===== src/rtl/battleship_pkg.sv =====
// Shared types and helpers for the Keyboard Battleship turn sequencer.
package battleship_pkg;

   // Key bus width: A-Z plus 0-9, one bit per key.
   localparam int KEY_W  = 36;
   // Width of the per-player hit counters.
   localparam int HITS_W = 6;

   // Turn sequencer states; encodings are shown on the display.
   typedef enum logic [2:0] {
      ST_IDLE     = 3'd0,
      ST_AIM      = 3'd1,
      ST_RESOLVE  = 3'd2,
      ST_RESULT   = 3'd3,
      ST_GAMEOVER = 3'd4
   } turn_state_t;

   // True when exactly one bit of the key code is set.
   function automatic logic is_onehot(input logic [KEY_W-1:0] v);
      logic [KEY_W-1:0] one;
      one = {{(KEY_W-1){1'b0}}, 1'b1};
      return (v != '0) && ((v & (v - one)) == '0);
   endfunction

endpackage


===== src/rtl/key_latch.sv =====
// Key event detector and target register. A key event is a one-hot code
// that differs from the code seen on the previous cycle; while enabled, an
// event loads the target. A synchronous clear wins over a load.
module key_latch
   import battleship_pkg::*;
(
   input  logic             clk,
   input  logic             rst_n,
   input  logic [KEY_W-1:0] keys_code_i,
   input  logic             en_i,
   input  logic             clr_i,
   output logic [KEY_W-1:0] target_o
);

   logic [KEY_W-1:0] prev_key_q;
   logic [KEY_W-1:0] target_q;
   logic [KEY_W-1:0] target_d;
   logic             key_event;

   // An event needs a single key and a change from last cycle, so a held
   // key or a multi-key chord never reloads the target.
   assign key_event = is_onehot(keys_code_i) && (keys_code_i != prev_key_q);

   // Track the raw key bus every cycle, regardless of game state.
   always_ff @(posedge clk or negedge rst_n) begin
      if (!rst_n) prev_key_q <= '0;
      else        prev_key_q <= keys_code_i;
   end

   // Target next-state: clear first, then a qualified key event.
   always_comb begin
      target_d = target_q;
      if (clr_i)                 target_d = '0;
      else if (en_i && key_event) target_d = keys_code_i;
   end

   // Target register.
   always_ff @(posedge clk or negedge rst_n) begin
      if (!rst_n) target_q <= '0;
      else        target_q <= target_d;
   end

   assign target_o = target_q;

endmodule


===== src/rtl/turn_controller.sv =====
// Two-player Keyboard Battleship turn sequencer: latches an aiming key,
// resolves accepted fire strobes against the opponent's ship map, holds the
// result for RESULT_CYCLES and alternates players until one side wins.
//
// Strobe semantics: fire and start are single-cycle pulses with no
// back-pressure. A strobe is consumed on the edge where it is high only if
// the FSM can act on it in that state (fire in AIM with a fresh, non-zero
// target; start in IDLE/GAMEOVER); otherwise it is dropped, never queued.
module turn_controller
   import battleship_pkg::*;
#(
   parameter int RESULT_CYCLES = 50_000_000,
   parameter int SHIP_CELLS    = 9,
   parameter int CNT_W         = 26
) (
   input  logic              clk,
   input  logic              rst_n,
   input  logic [KEY_W-1:0]  keys_code,
   input  logic              fire,
   input  logic              start,
   input  logic [KEY_W-1:0]  ship_map_p0,
   input  logic [KEY_W-1:0]  ship_map_p1,
   output logic [KEY_W-1:0]  target_key,
   output logic              cur_player,
   output logic [KEY_W-1:0]  shots_on_p0,
   output logic [KEY_W-1:0]  shots_on_p1,
   output logic [HITS_W-1:0] hits_p0,
   output logic [HITS_W-1:0] hits_p1,
   output logic              hit_pulse,
   output logic              miss_pulse,
   output logic              game_over,
   output logic              winner,
   output logic [2:0]        state
);

   localparam logic [HITS_W-1:0] SHIP_LIMIT = HITS_W'(SHIP_CELLS);
   localparam logic [CNT_W-1:0]  TIMER_LAST = CNT_W'(RESULT_CYCLES - 1);

   turn_state_t       state_q, state_d;
   logic              cur_player_q, cur_player_d;
   logic [KEY_W-1:0]  shots_p0_q, shots_p0_d;
   logic [KEY_W-1:0]  shots_p1_q, shots_p1_d;
   logic [HITS_W-1:0] hits_p0_q, hits_p0_d;
   logic [HITS_W-1:0] hits_p1_q, hits_p1_d;
   logic              hit_q, hit_d;
   logic              miss_q, miss_d;
   logic              game_over_q, game_over_d;
   logic              winner_q, winner_d;
   logic [CNT_W-1:0]  timer_q, timer_d;

   logic [KEY_W-1:0]  target;
   logic [KEY_W-1:0]  opp_shots;
   logic [KEY_W-1:0]  opp_ships;
   logic [HITS_W-1:0] cur_hits;
   logic              fire_ok;
   logic              start_ok;
   logic              timer_done;
   logic              win;
   logic              shot_hits;
   logic              latch_en;
   logic              latch_clr;

   // The opponent of player 0 is player 1 and vice versa.
   assign opp_shots  = cur_player_q ? shots_p0_q  : shots_p1_q;
   assign opp_ships  = cur_player_q ? ship_map_p0 : ship_map_p1;
   assign cur_hits   = cur_player_q ? hits_p1_q   : hits_p0_q;
   assign shot_hits  = (target & opp_ships) != '0;
   assign timer_done = (timer_q == TIMER_LAST);
   assign win        = (cur_hits == SHIP_LIMIT);

   // A cell can be fired upon only once; a blank target is never fired.
   assign fire_ok  = (state_q == ST_AIM) && fire && (target != '0) &&
                     ((target & opp_shots) == '0);
   assign start_ok = start && ((state_q == ST_IDLE) || (state_q == ST_GAMEOVER));

   // An accepted fire freezes the target, so a key pressed on the same edge
   // is discarded. The target is wiped for a new game and on turn handover.
   assign latch_en  = (state_q == ST_AIM) && !fire_ok;
   assign latch_clr = start_ok ||
                      ((state_q == ST_RESULT) && timer_done && !win);

   key_latch u_key_latch (
      .clk        (clk),
      .rst_n      (rst_n),
      .keys_code_i(keys_code),
      .en_i       (latch_en),
      .clr_i      (latch_clr),
      .target_o   (target)
   );

   // FSM state register.
   always_ff @(posedge clk or negedge rst_n) begin
      if (!rst_n) state_q <= ST_IDLE;
      else        state_q <= state_d;
   end

   // FSM next-state logic.
   always_comb begin
      state_d = state_q;
      unique case (state_q)
         ST_IDLE:     if (start_ok) state_d = ST_AIM;
         ST_AIM:      if (fire_ok)  state_d = ST_RESOLVE;
         ST_RESOLVE:  state_d = ST_RESULT;
         ST_RESULT:   if (timer_done) state_d = win ? ST_GAMEOVER : ST_AIM;
         ST_GAMEOVER: if (start_ok) state_d = ST_AIM;
         default:     state_d = ST_IDLE;
      endcase
   end

   // FSM output logic: next values of the registered game outputs.
   always_comb begin
      cur_player_d = cur_player_q;
      shots_p0_d   = shots_p0_q;
      shots_p1_d   = shots_p1_q;
      hits_p0_d    = hits_p0_q;
      hits_p1_d    = hits_p1_q;
      hit_d        = 1'b0;
      miss_d       = 1'b0;
      game_over_d  = game_over_q;
      winner_d     = winner_q;
      timer_d      = '0;

      if (start_ok) begin
         cur_player_d = 1'b0;
         shots_p0_d   = '0;
         shots_p1_d   = '0;
         hits_p0_d    = '0;
         hits_p1_d    = '0;
         game_over_d  = 1'b0;
         winner_d     = 1'b0;
      end

      unique case (state_q)
         ST_RESOLVE: begin
            if (cur_player_q) shots_p0_d = shots_p0_q | target;
            else              shots_p1_d = shots_p1_q | target;
            if (shot_hits) begin
               hit_d = 1'b1;
               // Counters stop at the winning count.
               if (cur_player_q) begin
                  if (hits_p1_q < SHIP_LIMIT) hits_p1_d = hits_p1_q + 1'b1;
               end else begin
                  if (hits_p0_q < SHIP_LIMIT) hits_p0_d = hits_p0_q + 1'b1;
               end
            end else begin
               miss_d = 1'b1;
            end
         end
         ST_RESULT: begin
            if (timer_done) begin
               if (win) begin
                  winner_d    = cur_player_q;
                  game_over_d = 1'b1;
               end else begin
                  cur_player_d = ~cur_player_q;
               end
            end else begin
               timer_d = timer_q + 1'b1;
            end
         end
         default: ;
      endcase
   end

   // Registered game outputs and result timer.
   always_ff @(posedge clk or negedge rst_n) begin
      if (!rst_n) begin
         cur_player_q <= 1'b0;
         shots_p0_q   <= '0;
         shots_p1_q   <= '0;
         hits_p0_q    <= '0;
         hits_p1_q    <= '0;
         hit_q        <= 1'b0;
         miss_q       <= 1'b0;
         game_over_q  <= 1'b0;
         winner_q     <= 1'b0;
         timer_q      <= '0;
      end else begin
         cur_player_q <= cur_player_d;
         shots_p0_q   <= shots_p0_d;
         shots_p1_q   <= shots_p1_d;
         hits_p0_q    <= hits_p0_d;
         hits_p1_q    <= hits_p1_d;
         hit_q        <= hit_d;
         miss_q       <= miss_d;
         game_over_q  <= game_over_d;
         winner_q     <= winner_d;
         timer_q      <= timer_d;
      end
   end

   assign target_key  = target;
   assign cur_player  = cur_player_q;
   assign shots_on_p0 = shots_p0_q;
   assign shots_on_p1 = shots_p1_q;
   assign hits_p0     = hits_p0_q;
   assign hits_p1     = hits_p1_q;
   assign hit_pulse   = hit_q;
   assign miss_pulse  = miss_q;
   assign game_over   = game_over_q;
   assign winner      = winner_q;
   assign state       = state_q;

endmodule


===== config.mk =====
export PLATFORM = sky130hd
export DESIGN_NAME = turn_controller
export DESIGN_NICKNAME = d
export VERILOG_FILES = /design/src/rtl/battleship_pkg.sv /design/src/rtl/key_latch.sv /design/src/rtl/turn_controller.sv
export SDC_FILE = /design/constraint.sdc
export NUM_CORES = 1
export LEC_CHECK = 0
export BUFFER_PORTS_ARGS = -buffer_cell sky130_fd_sc_hd__buf_2
export CORE_MARGIN = 1
export CORE_UTILIZATION = 35
export CTS_CLUSTER_DIAMETER = 100
export DETAILED_ROUTE_END_ITERATION = 8
export PLACE_DENSITY = 0.66
export SLEW_MARGIN = 20
export SYNTH_ARGS = -nofsm -noshare
export SYNTH_HDL_FRONTEND = slang
export SYNTH_SLANG_ARGS = --single-unit
export TNS_END_PERCENT = 1

===== constraint.sdc =====
create_clock -name clk -period 2.5 [get_ports clk]
set_input_delay 0.25 -clock clk [delete_from_list [all_inputs] [get_ports clk]]
set_output_delay 0.25 -clock clk [all_outputs]
set_load 0.02 [all_outputs]

## Word-level counts from Yosys, hierarchy flattened

Cells that the tools add are included.
W data, S select, Z words.

| operators by class | value |
|---|---|
| add/sub/neg operators | 4 |
| $lt $le $gt $ge | 2 |
| equality and inequality tests | 10 |
| mux-type cells | 44 |
| bitwise gates (word level) | 6 |
| reduce and logical (&&, ||, !) cells | 23 |

Operator list:

| kind | count |
|---|---|
| $mux W36 | 10 |
| $and A36 B36 Y36 | 3 |
| $reduce_bool A36 Y1 | 3 |
| $logic_not A36 Y1 | 2 |
| $or A36 B36 Y36 | 2 |
| $mux W6 | 11 |
| $mux W26 | 2 |
| $ne A36 B36 Y1 | 1 |
| $sub A36 B1 Y36 const B | 1 |
| $add A26 B1 Y26 const B | 1 |
| $eq A26 B26 Y1 const B | 1 |
| $mux W1 | 16 |
| $add A6 B1 Y6 const B | 2 |
| $lt A6 B4 Y1 const B | 2 |
| $mux W3 | 4 |
| $pmux W3 S4 | 1 |
| $logic_and A1 B1 Y1 | 10 |
| $eq A3 B2 Y1 const B | 2 |
| $eq A6 B4 Y1 const B | 1 |
| $ne A2 B2 Y1 const B | 2 |
| $eq A3 B1 Y1 const B | 1 |
| $eq A3 B3 Y1 const B | 1 |
| $logic_not A3 Y1 | 1 |
| $reduce_and A3 Y1 | 1 |
| 6 further kinds | 8 |

| word-level totals | value |
|---|---|
| flip-flop bits (word level) | 190 |
| input bits | 112 |
| output and inout bits | 128 |
| logic and storage cells | 102 |

## Logic depth before layout (Yosys ltp)

| depth | value |
|---|---|
| word-level depth | 9 |
| mapped depth | 11 |
| mapped depth without buffers | 8 |

## By module

A second synthesis with hierarchy kept.

| second synthesis, totals | value |
|---|---|
| cell total of the unflattened synthesis | 862 |
| area, all modules | 9678.0 sq um |

By module, submodules not included:

| module | instances | cells each | area an instance (sq um) | seq. area each (sq um) |
|---|---|---|---|---|
| turn_controller | 1 | 537 | 6023.3 | 2952.8 |
| key_latch | 1 | 325 | 3654.8 | 1801.7 |

## Worst setup path after synthesis

No wires, ideal clock.

| timing | value |
|---|---|
| kind | reg2reg |
| start | register cur_player_q, in the netlist cur_player |
| end | register hits_p0_q[3], in the netlist hits_p0[3] |
| library setup time | 0.127 ns |
| arrival | 2.550 ns |
| required time | 2.373 ns |
| path slack | -0.177 ns |
| cell stages (with the launch flop) | 11 |
| buffers on the path | 3 |
| clock period less this slack | 2.677 ns |
| cells stage by stage | dfrtp_1 -> clkbuf_1 -> buf_2 -> buf_2 -> mux2_2 -> a22oi_1 -> nand4_1 -> nor3_1 -> a211oi_1 -> a41oi_1 -> nor2_1 |

| between the ends | value |
|---|---|
| longest elaborated chain between the ends | 5 |
| elaborated cells between the ends (all ways) | 6 |
| those cells by class | mux (4); bitwise (1); reduce/logical (1) |

RTL lines:

| item | RTL line | text |
|---|---|---|
| from (decl) | turn_controller.sv:40 | `logic cur_player_q, cur_player_d;` |
| from (signal assigned) | turn_controller.sv:179 | `cur_player_q <= cur_player_d;` |
| $mux W36 | turn_controller.sv:65 | `assign opp_ships = cur_player_q ? ship_map_p0 : ship_map_p1;` |
| $and A36 B36 Y36 | turn_controller.sv:67 | `assign shot_hits = (target & opp_ships) != '0;` |
| $reduce_bool A36 Y1 | turn_controller.sv:67 |  |
| $mux W6 (*) | turn_controller.sv:137 | `if (shot_hits) begin` |
| $mux W6 (*) | turn_controller.sv:133 | `unique case (state_q)` |
| named net hits_p0_d[3] | turn_controller.sv:43 | `logic [HITS_W-1:0] hits_p0_q, hits_p0_d;` |
| to (signal assigned) | turn_controller.sv:182 | `hits_p0_q <= hits_p0_d;` |
| to (decl) | turn_controller.sv:43 |  |

Mark *: on every way through the listed nets, which the timed path passes. The rest lies on a longest branch.
A chain may end at the register's enable or synchronous reset.

## Final worst setup path

| timing | value |
|---|---|
| start | register cur_player_q, in the netlist cur_player |
| end | register u_key_latch.target_q[11], in the netlist u_key_latch.target_o[11] |

| between the ends | value |
|---|---|
| longest elaborated chain between the ends | 8 |
| elaborated cells between the ends (all ways) | 14 |
| those cells by class | eq/ne (1); mux (3); bitwise (1); reduce/logical (9) |

RTL lines:

| item | RTL line | text |
|---|---|---|
| $mux W36 | turn_controller.sv:64 | `assign opp_shots = cur_player_q ? shots_p0_q : shots_p1_q;` |
| $and A36 B36 Y36 | turn_controller.sv:73 | `((target & opp_shots) == '0);` |
| $logic_not A36 Y1 | turn_controller.sv:73 |  |
| $logic_and A1 B1 Y1 | turn_controller.sv:72 | `assign fire_ok = (state_q == ST_AIM) && fire && (target != '0) &&` |
| $logic_not A1 Y1 | turn_controller.sv:78 | `assign latch_en = (state_q == ST_AIM) && !fire_ok;` |
| $logic_and A1 B1 Y1 | turn_controller.sv:78 |  |
| $logic_and A1 B1 Y1 | key_latch.sv:34 | `else if (en_i && key_event) target_d = keys_code_i;` |
| $reduce_bool A2 Y1 (no source line) | n/a |  |
| to (signal assigned) | key_latch.sv:40 | `else target_q <= target_d;` |
| to (decl) | key_latch.sv:16 | `logic [KEY_W-1:0] target_q;` |

Several ways; a longest one is shown, not always the timed one.

==> results.json <==
{
  "outcome": "finished with violations",
  "violations": "DRC, setup timing",
  "grt_use_total_pct": 23.4,
  "finalSetupViolCount": 40,
  "fin_crit_ns": 2.82,
  "drive_above_1_share_pct": 38.9,
  "synth_seq_cells": 190,
  "critPathSlowestCell": "dfrtp_4",
  "yosysSeqAreaShare_pct": 50.5,
  "arrival_ns": 3.17,
  "postSynthNetCount": 961,
  "netlist_area_sq_um": 9420,
  "slowest_delay_ns": 0.48,
  "end_kind": "register",
  "timing.final.crit_share_pct": 113,
  "rsz0062_at_grt": "yes",
  "ys_types": 61,
  "wl_per_cell_um": 20.5,
  "setup.worst_path.class": "register to register",
  "htreeDepth": 4,
  "core-area_sq_um": 26200,
  "hold_violations": 0,
  "drt_iter0_drc": 834,
  "required_ns": 2.85,
  "min_path_type": "primary input to register",
  "slew-limit-headroom_pct": 55.6,
  "grt-ovfl-total": 0,
  "io_pins": 240,
  "dieArea_sq_um": 27600,
  "cts.sinks": 190,
  "reg2reg_to": "u_key_latch.target_o[11]$_DFFE_PN0P_",
  "antennaDiodeCount": 0,
  "r2r_slack_ns": -0.32,
  "ant_nets": 0,
  "p_leak_nw": 6.60,
  "vdd_drop_max_mv": 0.353,
  "start_util_pct": 35.9,
  "drv_slew": 0,
  "cp_max_fo": 18,
  "cp-endpoint": "u_key_latch.target_o[11]$_DFFE_PN0P_",
  "grt_pass1_vias": 8305,
  "grt_start_max_net_pins": 71,
  "path_clk_slew_ns": 0.07,
  "ys.flop_type": "dfrtp_1",
  "place_area_sq_um": 11800,
  "cts_tree": "built",
  "antenna_found_initial": 0,
  "synth-edff-count": 0,
  "final_cell_mix": "buf_2, dfrtp_1, buf_4, a22o_1, nand2_1",
  "synthCells": 844,
  "cap_violations": 0,
  "crit_path_frequent_cell": "nand4_1",
  "ff2ff_path_depth": 9,
  "fin_ws_ns": -0.320,
  "crit_chain": "buf_6 > mux2_2 > a22oi_1 > nand4_1 > nor4_4 > a2111oi_2 > nand4_1 > bufbuf_16 > mux2i_1",
  "ys_async_sr_fraction_pct": 100,
  "dieWidth_um": 166,
  "dp_hpwl_um": 23700,
  "drc_errors": 29,
  "placementRows": 59,
  "critPathLaunch": "cur_player$_DFF_PN0_",
  "final_common_cell": "buf_2",
  "p_per_area_nw_per_um2": 499,
  "areaGrowthSynthToFinish_pct": 34.2,
  "numCtsBuffers": 17,
  "ys_warn_count": 0,
  "ctsRootBufferMaster": "clkbuf_16",
  "clock_latency_ns": 0.44,
  "gp_congestion": 0.888,
  "syn_avg_cell_area_sq_um": 11.2,
  "fmax_mhz": 355,
  "critPathLaunchType": "register",
  "whs_ns": 0.0155,
  "port_buffers": 239,
  "vias": 8320,
  "postLayoutCellArea_sq_um": 12600,
  "nets": 1306,
  "die_h_um": 166,
  "worst_pin_slew_ns": 0.650,
  "clockBufferDepth": 2,
  "first_pass_iters": 9,
  "reg2reg_from": "cur_player$_DFF_PN0_",
  "clock-skew-final_ns": 0.0205,
  "grt_pass1_wl_um": 48900,
  "vias_per_cell": 5.41,
  "wl_um": 31600
}
## registers in the layout, summed over array words and instances (netlist names)
signal	cells
hits_p0	6
hits_p1	6
game_over	1
u_key_latch.target_o	36
miss_pulse	1
hit_pulse	1
state	3
shots_on_p0	36
timer_q	26
shots_on_p1	36
winner	1
u_key_latch.prev_key_q	36
cur_player	1
## layer usage
metal	routed length [um]	GRT usage [%]	share of wire (%)	vias up
met5	0	0	0	-
li1	-	-	-	3795
met1	13700	31.0	43	4145
met3	1770	3.93	5.6	41
met4	765	7.80	2.4	0
met2	15400	38.7	49	339
## report_power, final
group          internal (W)  switching, W  total (W)
Combinational      0.000194      0.000238   0.000431
Clock               0.00138       0.00139    0.00276
Sequential          0.00310     0.0000130    0.00311
Total               0.00467       0.00164    0.00631
## layout make-up
type,count,area [sq um]
Clock buffer,18,439
Clock inverter,14,169
Fill cell,2429,13600
Inverter,48,180
Multi-Input combinational cell,570,4350
Sequential cell,190,4760
Tap cell,335,419
Timing Repair Buffer,362,2320
## cell families after synthesis
family | synth area share, %
xor gates and xnor gates | 5.49
AOI/OAI and AO/OA | 14.2
DFF | 50.5
muxes | 12.6
adders and majority gates | 0.771
and+or+nand+nor | 12.3
buffers and inverters | 4.15
## synth_stat cells, types with 3 or more instances
cell / n / area [sq um]
a2111oi_2: 5 / 75.1
a211oi_1: 3 / 22.5
a21oi_1: 10 / 50.1
a22o_1: 70 / 613
a22oi_1: 34 / 255
a41oi_1: 3 / 26.3
and2_1: 6 / 37.5
and3_1: 6 / 37.5
buf_12: 3 / 60.1
buf_2: 9 / 45.0
clkbuf_1: 21 / 78.8
dfrtp_1: 190 / 4750
ha_1: 5 / 62.6
inv_1: 47 / 176
mux2_1: 7 / 78.8
mux2_2: 63 / 709
mux2i_1: 40 / 400
nand2_1: 67 / 251
nand3_1: 28 / 140
nand4_1: 19 / 119
nor2_1: 53 / 199
nor3_1: 14 / 70.1
nor4_1: 24 / 150
o21ai_0: 6 / 30.0
o31ai_1: 4 / 30.0
or3_1: 6 / 37.5
xnor2_1: 19 / 166
xor2_1: 40 / 350
## worst max-delay path: cells and delay by family (launching register included)
family / cells / cell delay, ns
buffers and inverters: 2 / 0.53
multiplexers: 2 / 0.56
AO/OA/AOI/OAI: 2 / 0.41
AND/OR/NAND/NOR: 3 / 0.75
flip-flops: 1 / 0.48
## metrics by stage
stage / cells / setup slack (ns) / power (W) / util (%) / setup TNS [ns]
final: 1537 / -0.320 / 0.00631 / 48.2 / -10.53
after global routing: 1537 / -0.458 / 0.00651 / 48.2 / -15.97
after CTS: 1536 / -0.247 / 0.00636 / 48.1 / -8.62
after detailed placement: 1489 / -0.295 / 0.00359 / 45.1 / -10.46
after global placement: 1489 / -0.242 / 0.00358 / 45.1 / -8.93
after floorplan: 844 / -0.0153 / 0.00329 / - / -0.0153
## worst min path at each step
stage,start,to,slack (ns),cells past startpoint
after global placement,rst_n,shots_on_p0[6]$_DFF_PN0_,0.30,1
final,keys_code[29],u_key_latch.prev_key_q[29]$_DFF_PN0_,0.02,1
after floorplan,rst_n,cur_player$_DFF_PN0_,-0.05,0
after CTS,keys_code[28],u_key_latch.prev_key_q[28]$_DFF_PN0_,0.0009,1
after global routing,keys_code[29],u_key_latch.prev_key_q[29]$_DFF_PN0_,0.004,1
after detailed placement,rst_n,shots_on_p0[6]$_DFF_PN0_,0.30,1
## repair_timing
action	in CTS	in global routing
buffers inserted	1	0
endpoints found under the setup margin	44	46
gates resized for setup	5	2
gates cloned	1	0
pin swaps	5	1
hold buffers	13	1
hold endpoints to repair	79	1
Power figures use the tool's default switching activity.
